**src/rtl/dbg_pkg.sv**
```systemverilog
// -----------------------------------------------------------------------------
// dbg_pkg
// Shared definitions for the debug-display sequencer:
//   - seq_state_t : sequencer FSM states (IDLE, REQ, WAIT)
//   - DISP_BLANK  : all-ones display word (every segment off)
//   - onehot_decode() : one-hot validity check plus index encode of a
//     channel-select vector (zero-extended to MAX_CH bits by the caller)
// -----------------------------------------------------------------------------
package dbg_pkg;

    typedef enum logic [1:0] {
        IDLE = 2'd0,
        REQ  = 2'd1,
        WAIT = 2'd2
    } seq_state_t;

    // Wide enough for any sensible display word; users slice the low bits.
    localparam int                    MAX_DISP_W = 256;
    localparam logic [MAX_DISP_W-1:0] DISP_BLANK = '1;

    // Upper bound on probe channels handled by onehot_decode().
    localparam int MAX_CH = 32;

    typedef struct packed {
        logic        valid;   // exactly one bit of the select was set
        logic [31:0] idx;     // position of that bit (meaningless if !valid)
    } ch_sel_t;

    function automatic ch_sel_t onehot_decode(input logic [MAX_CH-1:0] sel);
        ch_sel_t     r;
        int unsigned hits;
        r.valid = 1'b0;
        r.idx   = '0;
        hits    = 0;
        for (int i = 0; i < MAX_CH; i++) begin
            if (sel[i]) begin
                hits++;
                r.idx = 32'(i);
            end
        end
        r.valid = (hits == 1);
        return r;
    endfunction

endpackage

```
**src/rtl/dbg_step_gen.sv**
```systemverilog
// -----------------------------------------------------------------------------
// dbg_step_gen
// Generates the single-cycle step event for the display sequencer.
//   - free-running prescaler; tick = rising edge of bit DIV_SLOW or DIV_FAST
//   - 2-flop synchroniser + rising-edge detect on the asynchronous button
//   - step_o = manual_i ? btn_pulse : (run_i & tick)
// Ports:
//   clk, rstn   : clock, asynchronous active-low reset
//   run_i       : enable tick-driven stepping
//   manual_i    : 1 = step on button only, 0 = step on tick
//   slow_i      : select DIV_SLOW tick, else DIV_FAST
//   step_btn_i  : asynchronous push button
//   step_o      : one-cycle step event
// -----------------------------------------------------------------------------
module dbg_step_gen #(
    parameter int DIV_W    = 28,
    parameter int DIV_FAST = 25,
    parameter int DIV_SLOW = 27
) (
    input  logic clk,
    input  logic rstn,
    input  logic run_i,
    input  logic manual_i,
    input  logic slow_i,
    input  logic step_btn_i,
    output logic step_o
);

    logic [DIV_W-1:0] div_q;
    logic             div_bit;
    logic             div_bit_q;
    logic             tick;
    logic [1:0]       btn_sync_q;
    logic             btn_q;
    logic             btn_pulse;

    // Switching slow_i mid-count may add or drop one tick; harmless here.
    assign div_bit   = slow_i ? div_q[DIV_SLOW] : div_q[DIV_FAST];
    assign tick      = div_bit & ~div_bit_q;
    assign btn_pulse = btn_sync_q[1] & ~btn_q;
    assign step_o    = manual_i ? btn_pulse : (run_i & tick);

    // NOTE: non-blocking assignments so every flop here samples the values
    // from before the edge; blocking would collapse the synchroniser chain.
    always_ff @(posedge clk or negedge rstn) begin
        if (!rstn) begin
            div_q      <= '0;
            div_bit_q  <= 1'b0;
            btn_sync_q <= '0;
            btn_q      <= 1'b0;
        end else begin
            div_q      <= div_q + DIV_W'(1);
            div_bit_q  <= div_bit;
            btn_sync_q <= {btn_sync_q[0], step_btn_i};
            btn_q      <= btn_sync_q[1];
        end
    end

endmodule

```
**src/rtl/dbg_disp_seq.sv**
```systemverilog
// -----------------------------------------------------------------------------
// dbg_disp_seq
// Debug-display sequencer: on each step event reads the next word of the
// selected probe channel through a req/valid handshake (with timeout) and
// holds it for the seven-segment display driver.
// Ports:
//   clk, rstn    : clock, asynchronous active-low reset
//   ch_sel_i     : one-hot channel select
//   ch_last_i    : per-channel last address, channel i at [i*ADDR_W +: ADDR_W]
//   run_i, manual_i, slow_i, step_btn_i : step source controls
//   rd_req_o, rd_ch_o, rd_addr_o         : one-cycle read request
//   rd_data_i, rd_valid_i                : read response
//   disp_data_o, disp_addr_o             : captured word and its address
//   busy_o       : read in flight (REQ/WAIT)
//   timeout_o    : sticky, a read timed out
//   overrun_o    : sticky, a step arrived while busy and was dropped
// -----------------------------------------------------------------------------
module dbg_disp_seq
    import dbg_pkg::*;
#(
    parameter int  DISP_W   = 64,
    parameter int  NUM_CH   = 4,
    parameter int  ADDR_W   = 6,
    parameter int  DIV_W    = 28,
    parameter int  DIV_FAST = 25,
    parameter int  DIV_SLOW = 27,
    parameter int  TIMEOUT  = 15,
    localparam int CH_W     = (NUM_CH > 1) ? $clog2(NUM_CH) : 1
) (
    input  logic                     clk,
    input  logic                     rstn,
    input  logic [NUM_CH-1:0]        ch_sel_i,
    input  logic [NUM_CH*ADDR_W-1:0] ch_last_i,
    input  logic                     run_i,
    input  logic                     manual_i,
    input  logic                     slow_i,
    input  logic                     step_btn_i,
    output logic                     rd_req_o,
    output logic [CH_W-1:0]          rd_ch_o,
    output logic [ADDR_W-1:0]        rd_addr_o,
    input  logic [DISP_W-1:0]        rd_data_i,
    input  logic                     rd_valid_i,
    output logic [DISP_W-1:0]        disp_data_o,
    output logic [ADDR_W-1:0]        disp_addr_o,
    output logic                     busy_o,
    output logic                     timeout_o,
    output logic                     overrun_o
);

    localparam int                TMR_W   = (TIMEOUT > 0) ? $clog2(TIMEOUT + 1) : 1;
    localparam logic [TMR_W-1:0]  TMR_MAX = TMR_W'(TIMEOUT);
    localparam logic [DISP_W-1:0] BLANK   = DISP_BLANK[DISP_W-1:0];

    seq_state_t        state;
    logic [TMR_W-1:0]  timer;
    logic [ADDR_W-1:0] addr_q [NUM_CH];

    logic              step_evt;
    logic [MAX_CH-1:0] sel_pad;
    ch_sel_t           sel_info;
    logic [CH_W-1:0]   sel_ch;
    logic              step_ok;
    logic [ADDR_W-1:0] cur_addr;
    logic [ADDR_W-1:0] cur_last;
    logic [ADDR_W-1:0] next_addr;

    dbg_step_gen #(
        .DIV_W    (DIV_W),
        .DIV_FAST (DIV_FAST),
        .DIV_SLOW (DIV_SLOW)
    ) u_step (
        .clk        (clk),
        .rstn       (rstn),
        .run_i      (run_i),
        .manual_i   (manual_i),
        .slow_i     (slow_i),
        .step_btn_i (step_btn_i),
        .step_o     (step_evt)
    );

    // NOTE: assign a default before the partial write so always_comb stays
    // purely combinational; a bit left unassigned on some path infers a latch.
    always_comb begin
        sel_pad             = '0;
        sel_pad[NUM_CH-1:0] = ch_sel_i;
    end

    assign sel_info = onehot_decode(sel_pad);
    assign sel_ch   = CH_W'(sel_info.idx);
    // Steps on an invalid select are fully ignored, including for overrun.
    assign step_ok  = step_evt & sel_info.valid;

    // Advance uses the latched channel; >= also wraps an address left
    // beyond a last value that was lowered at runtime.
    assign cur_addr  = addr_q[rd_ch_o];
    assign cur_last  = ch_last_i[rd_ch_o*ADDR_W +: ADDR_W];
    assign next_addr = (cur_addr >= cur_last) ? '0 : cur_addr + ADDR_W'(1);

    always_ff @(posedge clk or negedge rstn) begin
        if (!rstn) begin
            state       <= IDLE;
            timer       <= '0;
            rd_req_o    <= 1'b0;
            rd_ch_o     <= '0;
            rd_addr_o   <= '0;
            disp_data_o <= BLANK;
            disp_addr_o <= '0;
            busy_o      <= 1'b0;
            timeout_o   <= 1'b0;
            overrun_o   <= 1'b0;
            // NOTE: this small address array must start at zero after reset,
            // so it is built from resettable flops rather than a RAM.
            for (int i = 0; i < NUM_CH; i++) begin
                addr_q[i] <= '0;
            end
        end else begin
            if (step_ok && state != IDLE) begin
                overrun_o <= 1'b1;
            end

            case (state)
                IDLE: begin
                    if (step_ok) begin
                        rd_ch_o   <= sel_ch;
                        rd_addr_o <= addr_q[sel_ch];
                        rd_req_o  <= 1'b1;
                        busy_o    <= 1'b1;
                        state     <= REQ;
                    end
                end
                REQ: begin
                    rd_req_o <= 1'b0;
                    timer    <= '0;
                    state    <= WAIT;
                end
                WAIT: begin
                    // Valid has priority over a timeout in the same cycle.
                    if (rd_valid_i || timer == TMR_MAX) begin
                        disp_data_o      <= rd_valid_i ? rd_data_i : BLANK;
                        disp_addr_o      <= rd_addr_o;
                        addr_q[rd_ch_o]  <= next_addr;
                        busy_o           <= 1'b0;
                        state            <= IDLE;
                        if (!rd_valid_i) begin
                            timeout_o <= 1'b1;
                        end
                    end else begin
                        timer <= timer + TMR_W'(1);
                    end
                end
                default: begin
                    rd_req_o <= 1'b0;
                    busy_o   <= 1'b0;
                    state    <= IDLE;
                end
            endcase
        end
    end

endmodule

```
**config.mk**
```make
export PLATFORM = sky130hd
export DESIGN_NAME = dbg_disp_seq
export DESIGN_NICKNAME = d
export VERILOG_FILES = /design/src/rtl/dbg_pkg.sv /design/src/rtl/dbg_step_gen.sv /design/src/rtl/dbg_disp_seq.sv
export SDC_FILE = /design/constraint.sdc
export NUM_CORES = 1
export LEC_CHECK = 0
export CAP_MARGIN = 20
export CORE_AREA = 5 5 99 138
export CTS_BUF_LIST = sky130_fd_sc_hd__clkbuf_8
export CTS_CLUSTER_SIZE = 10
export DETAILED_ROUTE_END_ITERATION = 7
export DIE_AREA = 0 0 104 143
export PLACE_DENSITY = 0.86
export SLEW_MARGIN = 20
export SYNTH_ARGS = -nofsm -noshare
export SYNTH_HDL_FRONTEND = slang
export SYNTH_SLANG_ARGS = --single-unit
```
**constraint.sdc**
```tcl
create_clock -name clk -period 5.3 [get_ports clk]
set_input_delay 0.795 -clock clk [delete_from_list [all_inputs] [get_ports clk]]
set_output_delay 0.795 -clock clk [all_outputs]
set_load 0.1 [all_outputs]
```
Word-level counts from Yosys, hierarchy flattened
Cells that the tools add are included.
{"block": "op_classes", "addsub": 6, "reduce_logical": 13, "mux": 29, "order_cmp": 4, "multipliers": 1, "n_bitwise": 11, "n_shift": 1, "n_eq_ne": 7}
{"op": "32-bit by 1-bit adder with 32-bit output, second input constant", "n": 3}
{"op": "32-bit 2-to-1 mux", "n": 3}
{"op": "64-bit 2-to-1 mux", "n": 1}
{"op": "6-bit 2-to-1 mux", "n": 6}
{"op": "32-bit by 1-bit equality test with 1-bit output, second input constant", "n": 1}
{"op": "28-bit by 1-bit adder with 28-bit output, second input constant", "n": 1}
{"op": "6-bit binary-select mux with 2-bit select", "n": 2}
{"op": "24-bit bitwise mux", "n": 1}
{"op": "24-bit by 6-bit variable part select with 6-bit output", "n": 1}
{"op": "6-bit demux with 2-bit select", "n": 1}
{"op": "2-bit AND reduction", "n": 5}
{"op": "2-bit 2-to-1 mux", "n": 4}
{"op": "4-bit one-hot mux with 2 select lines", "n": 1}
{"op": "6-bit by 1-bit adder with 6-bit output, second input constant", "n": 1}
{"op": "3-bit >= comparator, second input constant", "n": 2}
{"op": "6-bit >= comparator", "n": 1}
{"op": "1-bit 2-to-1 mux", "n": 6}
{"op": "2-bit != test, second input constant", "n": 3}
{"op": "2-bit inverter with 3-bit output", "n": 2}
{"op": "2-bit one-hot mux with 3 select lines", "n": 1}
{"op": "3-bit AND reduction", "n": 2}
{"op": "1-bit inverter", "n": 5}
{"op": "4-bit by 1-bit adder with 4-bit output, second input constant", "n": 1}
{"op": "1-bit AND", "n": 4}
{"op": "other kinds (12)", "n": 14}
{"block": "word_totals", "input_bits": 99, "reg_bits": 144}

Longest topological paths before layout
{"block": "logic_depth", "word_depth": 11, "depth_mapped": 10, "ltp_nobuf": 9}

Cells and area by module
A second synthesis with hierarchy kept.
{"block": "unflattened", "cells_unflattened": 494, "hier_area_um2": 6399.9}
{"mod": "dbg_disp_seq", "n_inst": 1, "area_each_um2": 5033.6, "cells_per_inst": 387}
{"mod": "dbg_step_gen", "n_inst": 1, "area_each_um2": 1366.3, "cells_per_inst": 107}

Least setup slack after synthesis
Ideal clock, no wire load.
{"block": "synth_timing", "kind": "register to register", "from": "reg rd_ch_o[0]", "to": "reg addr_q[14] (netlist name)", "synth_period_minus_slack_ns": 3.449, "t_arrival_ns": 3.324, "setup_ns": 0.125, "slack_ns": 1.851, "stages_incl_launch_ff": 10, "cell_sequence": "dfrtp_1 buf_2 buf_2 mux4_2 ha_1 nand2b_1 a211oi_1 o31ai_1 nor2_1 mux2_2"}
{"block": "synth_via", "elab_chain_cells": 7, "word_cells_on_any_way": 15, "classes_between": "add/sub: 1; mul: 1; order compare: 3; shift: 1; mux: 7; bitwise: 1; reduce/logical: 1"}
{"element": "start: declaration", "line_no": "dbg_disp_seq.sv:39", "text": "output logic [CH_W-1:0] rd_ch_o,"}
{"element": "start signal: assignment", "line_no": "dbg_disp_seq.sv:124", "text": "rd_ch_o <= sel_ch;"}
{"element": "branches (longest 6 deep; another with 6-bit >= comparator)"}
{"element": "24-bit bitwise mux (*)", "line_no": "dbg_disp_seq.sv:141", "text": "addr_q[rd_ch_o] <= next_addr;"}
{"element": "end signal: indexed assignment", "line_no": "dbg_disp_seq.sv:141"}
{"element": "end: declaration", "line_no": "dbg_disp_seq.sv:56", "text": "logic [ADDR_W-1:0] addr_q [NUM_CH];"}
Every way passes the cells marked *. The select of a mux whose other input is x is not followed.
A chain may end at the register's enable or synchronous reset.

Worst setup path in the final report
{"block": "layout_timing", "from": "reg rd_ch_o[0]", "to": "out rd_ch_o[0]"}
No word-level cell between the ends.

==> results.sh <==
export IMPL_ys_seq_area_share_pct=58.2
export IMPL_die_h_um=143
export IMPL_period_share_pct=65.2
export IMPL_drv_slew=0
export IMPL_drc_errors=0
export IMPL_cpLargestDelayFamily="buffers and inverters"
export IMPL_max_cap_viol_count=0
export IMPL_synth_edf_count=0
export IMPL_postCtsSetupBuffers=0
export IMPL_ir_drop_mv=0.713
export IMPL_yosys_warnings=0
export IMPL_grt_max_degree=96
export IMPL_wl_per_cell_um=19.8
export IMPL_final_min_clock_period_ns=3.46
export IMPL_grt_overflow=0
export IMPL_min_from="u_step.btn_sync_q[0]$_DFF_PN0_"
export IMPL_max_clock_freq_mhz=289
export IMPL_total_power_mw=5.92
export IMPL_hold_buffers=0
export IMPL_utilization_pct=70.5
export IMPL_hold_ws_ns=0.374
export IMPL_r2r_end="addr_q[8]$_DFFE_PN0P_"
export IMPL_dieArea_mm2=0.0149
export IMPL_cts_buffers_inserted=17
export IMPL_synth_area_mm2=0.00633
export IMPL_synthArstFlopShare_pct=100
export IMPL_antenna_found_initial=1
export IMPL_ff2ff_path_depth=6
export IMPL_finalHoldViolations=0
export IMPL_worstSetupStartpoint="rd_ch_o[0]$_DFFE_PN0P_"
export IMPL_syn_to_final_growth_pct=36.5
export IMPL_switching_share_pct=52.6
export IMPL_rsz0062_at_grt="no"
export IMPL_power_density_mw_per_mm2=685
export IMPL_ys_dominant_reg_cell="dfrtp_1"
export IMPL_placed_area_mm2=0.00824
export IMPL_relSlewSlack_pct=28.1
export IMPL_netlist_instances=506
export IMPL_cp_cell_sequence="clkdlybuf4s50_1"
export IMPL_cp_slowest_cell="clkdlybuf4s50_1"
export IMPL_dpl_hpwl_um=12400
export IMPL_core_mm2=0.0123
export IMPL_fin_nets=793
export IMPL_cts_sinks=144
export IMPL_critPathCaptureType="primary output"
export IMPL_fin_cells=846
export IMPL_dieWidth_um=104
export IMPL_min_to="u_step.btn_sync_q[1]$_DFF_PN0_"
export IMPL_clockBufferDepth=2
export IMPL_drtIter0Drc=230
export IMPL_arrival_ns=2.66
export IMPL_gp_congestion=0.896
export IMPL_drive_gt1_share_pct=19.6
export IMPL_io_pin_count=181
export IMPL_clk_latency_ns=0.45
export IMPL_path_class="register to primary output"
export IMPL_required_ns=4.51
export IMPL_dp_cells=813
export IMPL_hold_depth=0
export IMPL_p_comb_share_pct=55.1
export IMPL_clkTransAtPathRegs_ns=0.08
export IMPL_internal_power_mw=2.81
export IMPL_grt_usage_pct=23.2
export IMPL_worst_slack_ns=1.84
export IMPL_cp_depth=1
export IMPL_dr_pass1_iters=8
export IMPL_root_buffer="clkbuf_8"
export IMPL_reg2reg_slack_ns=1.96
export IMPL_wirelength_um=16800
export IMPL_syn_area_per_cell_um2=12.5
export IMPL_io_buffers=180
export IMPL_finalSetupTns_ns=0
export IMPL_post_route_cell_area_mm2=0.00864
export IMPL_worstMarginPinSlew_ns=1.07
export IMPL_critPathLaunchType="register"
export IMPL_crit_fanout=21
export IMPL_cp_slowest_stage_delay_ns=1.28
export IMPL_num_vias=4836
export IMPL_power_share_clock_pct=14.6
export IMPL_htreeDepth=4
export IMPL_path_buf_inv=1
export IMPL_via_per_inst=5.72
export IMPL_grt_pass1_vias=5332
export IMPL_finalSetupViolCount=0
export IMPL_pre_cts_ws_ns=1.42
export IMPL_placementRows=48
export IMPL_run_status="completed"
export IMPL_rr_startpoint="rd_ch_o[1]$_DFFE_PN0P_"
export IMPL_initial_core_util_pct=51.7
export IMPL_synth_seq_cells=144
export IMPL_switchingPower_mw=3.12
export IMPL_synth_nets=617
export IMPL_ant_nets=0
export IMPL_pwr_share_seq_pct=30.3
export IMPL_holdCritPathClass="register to register"
export IMPL_ys_types=49
export IMPL_p_leak_nw=3.63
export IMPL_grt_pass1_wl_um=27200
export IMPL_cts_resized_gates=0
export IMPL_clock_skew_final_ns=0.0170
export IMPL_cts_tree="yes"
[final cells by class]
| class | count | area [µm²] |
|---|---|---|
| sequential | 144 | 3680 |
| fill | 851 | 3610 |
| multi-input combinational | 324 | 2480 |
| timing repair buffer | 183 | 1850 |
| clock buffer | 17 | 234 |
| tap | 150 | 188 |
| clock inverter | 15 | 163 |
| inverter | 12 | 45.0 |
| antenna | 1 | 2.50 |
[routing by layer]
layer	track usage, %	share of wire, %
met5	0	0
met4	14.1	5.0
met2	41.5	54
met1	23.0	34
met3	8.28	7.4
[Yosys cell counts (all sizes together) (3+ instances only)]
master  number  area share (%)
xor2        10             1.4
clkbuf      11            0.65
and3         7            0.69
o31ai        5            0.59
a31oi        3            0.40
ha          12             2.4
mux2        16             3.3
mux2i        6            0.95
nor2        21             1.2
nand3       19             1.6
xnor2       23             3.2
o21ai       23             1.8
inv         12            0.71
mux4        12             4.3
o22a        64             8.9
nand2       63             3.9
a21oi       10            0.79
nand4        4            0.40
dfstp       64              27
buf         15             1.3
dfrtp       80              32
[power groups by stage]
stage	Sequential (mW)	Combinational, mW	Clock [mW]
2_1_floorplan	3.82	0.509	0
3_3_place_gp	1.79	3.23	0
3_5_place_dp	1.82	3.27	0
4_1_cts	1.80	3.28	0.883
5_1_grt	1.85	3.36	0.934
6_report	1.80	3.26	0.865
[layout by cell type (no fill, tap or decap), types with 2 or more instances in the layout]
cell type and instances:
nor2b_1 2, mux4_2 12, a31oi_1 2, buf_4 2, mux2i_1 6, o21bai_1 2, o22a_1 64, clkinv_4 2
and3_1 7, o21ai_1 2, mux2_4 8, o21ai_0 21, o31ai_1 5, nor2_1 21, nand3_1 18, a21oi_1 10
nand4_1 4, clkdlybuf4s50_1 179, clkbuf_8 17, dfstp_2 64, dfrtp_1 80, inv_1 12, inv_8 5, nand2_2 2
and4_1 2, mux2_2 8, nor3_1 2, inv_6 5, nor3b_1 2, xnor2_1 23, clkinvlp_4 2, xor2_1 10
nand2_1 60, nand3b_1 2, ha_1 12, nand2b_1 2
[cell families after synthesis]
logic type                 count (synthesis)  synth area share [%]
and+or+nand+nor                          129                  9.44
AOI/OAI and AO/OA                        116                  14.2
xor gates and xnor gates                  33                  4.56
adders and majority gates                 12                  2.37
buffers and inverters                     38                  2.71
DFF                                      144                  58.2
muxes                                     34                  8.54
[sequential cells by signal, summed over array words and instances, names as in the netlist]
register,flops
rd_ch_o,2
busy_o,1
timer,4
u_step.div_q,28
timeout_o,1
disp_data_o,64
overrun_o,1
state,2
u_step.btn_sync_q,2
u_step.btn_q,1
disp_addr_o,6
rd_addr_o,6
rd_req_o,1
u_step.div_bit_q,1
addr_q,24
[how the worst max path moves through the flow]
| stage | endpoint |
|---|---|
| 6_report | rd_ch_o[0] |
| 5_1_grt | rd_ch_o[0] |
| 4_1_cts | rd_ch_o[0] |
| 3_5_place_dp | rd_addr_o[0]$_DFFE_PN0P_ |
| 3_3_place_gp | rd_addr_o[4]$_DFFE_PN0P_ |
| 2_1_floorplan | addr_q[14]$_DFFE_PN0P_ |
No activity file was read; power rests on OpenSTA's default activity.
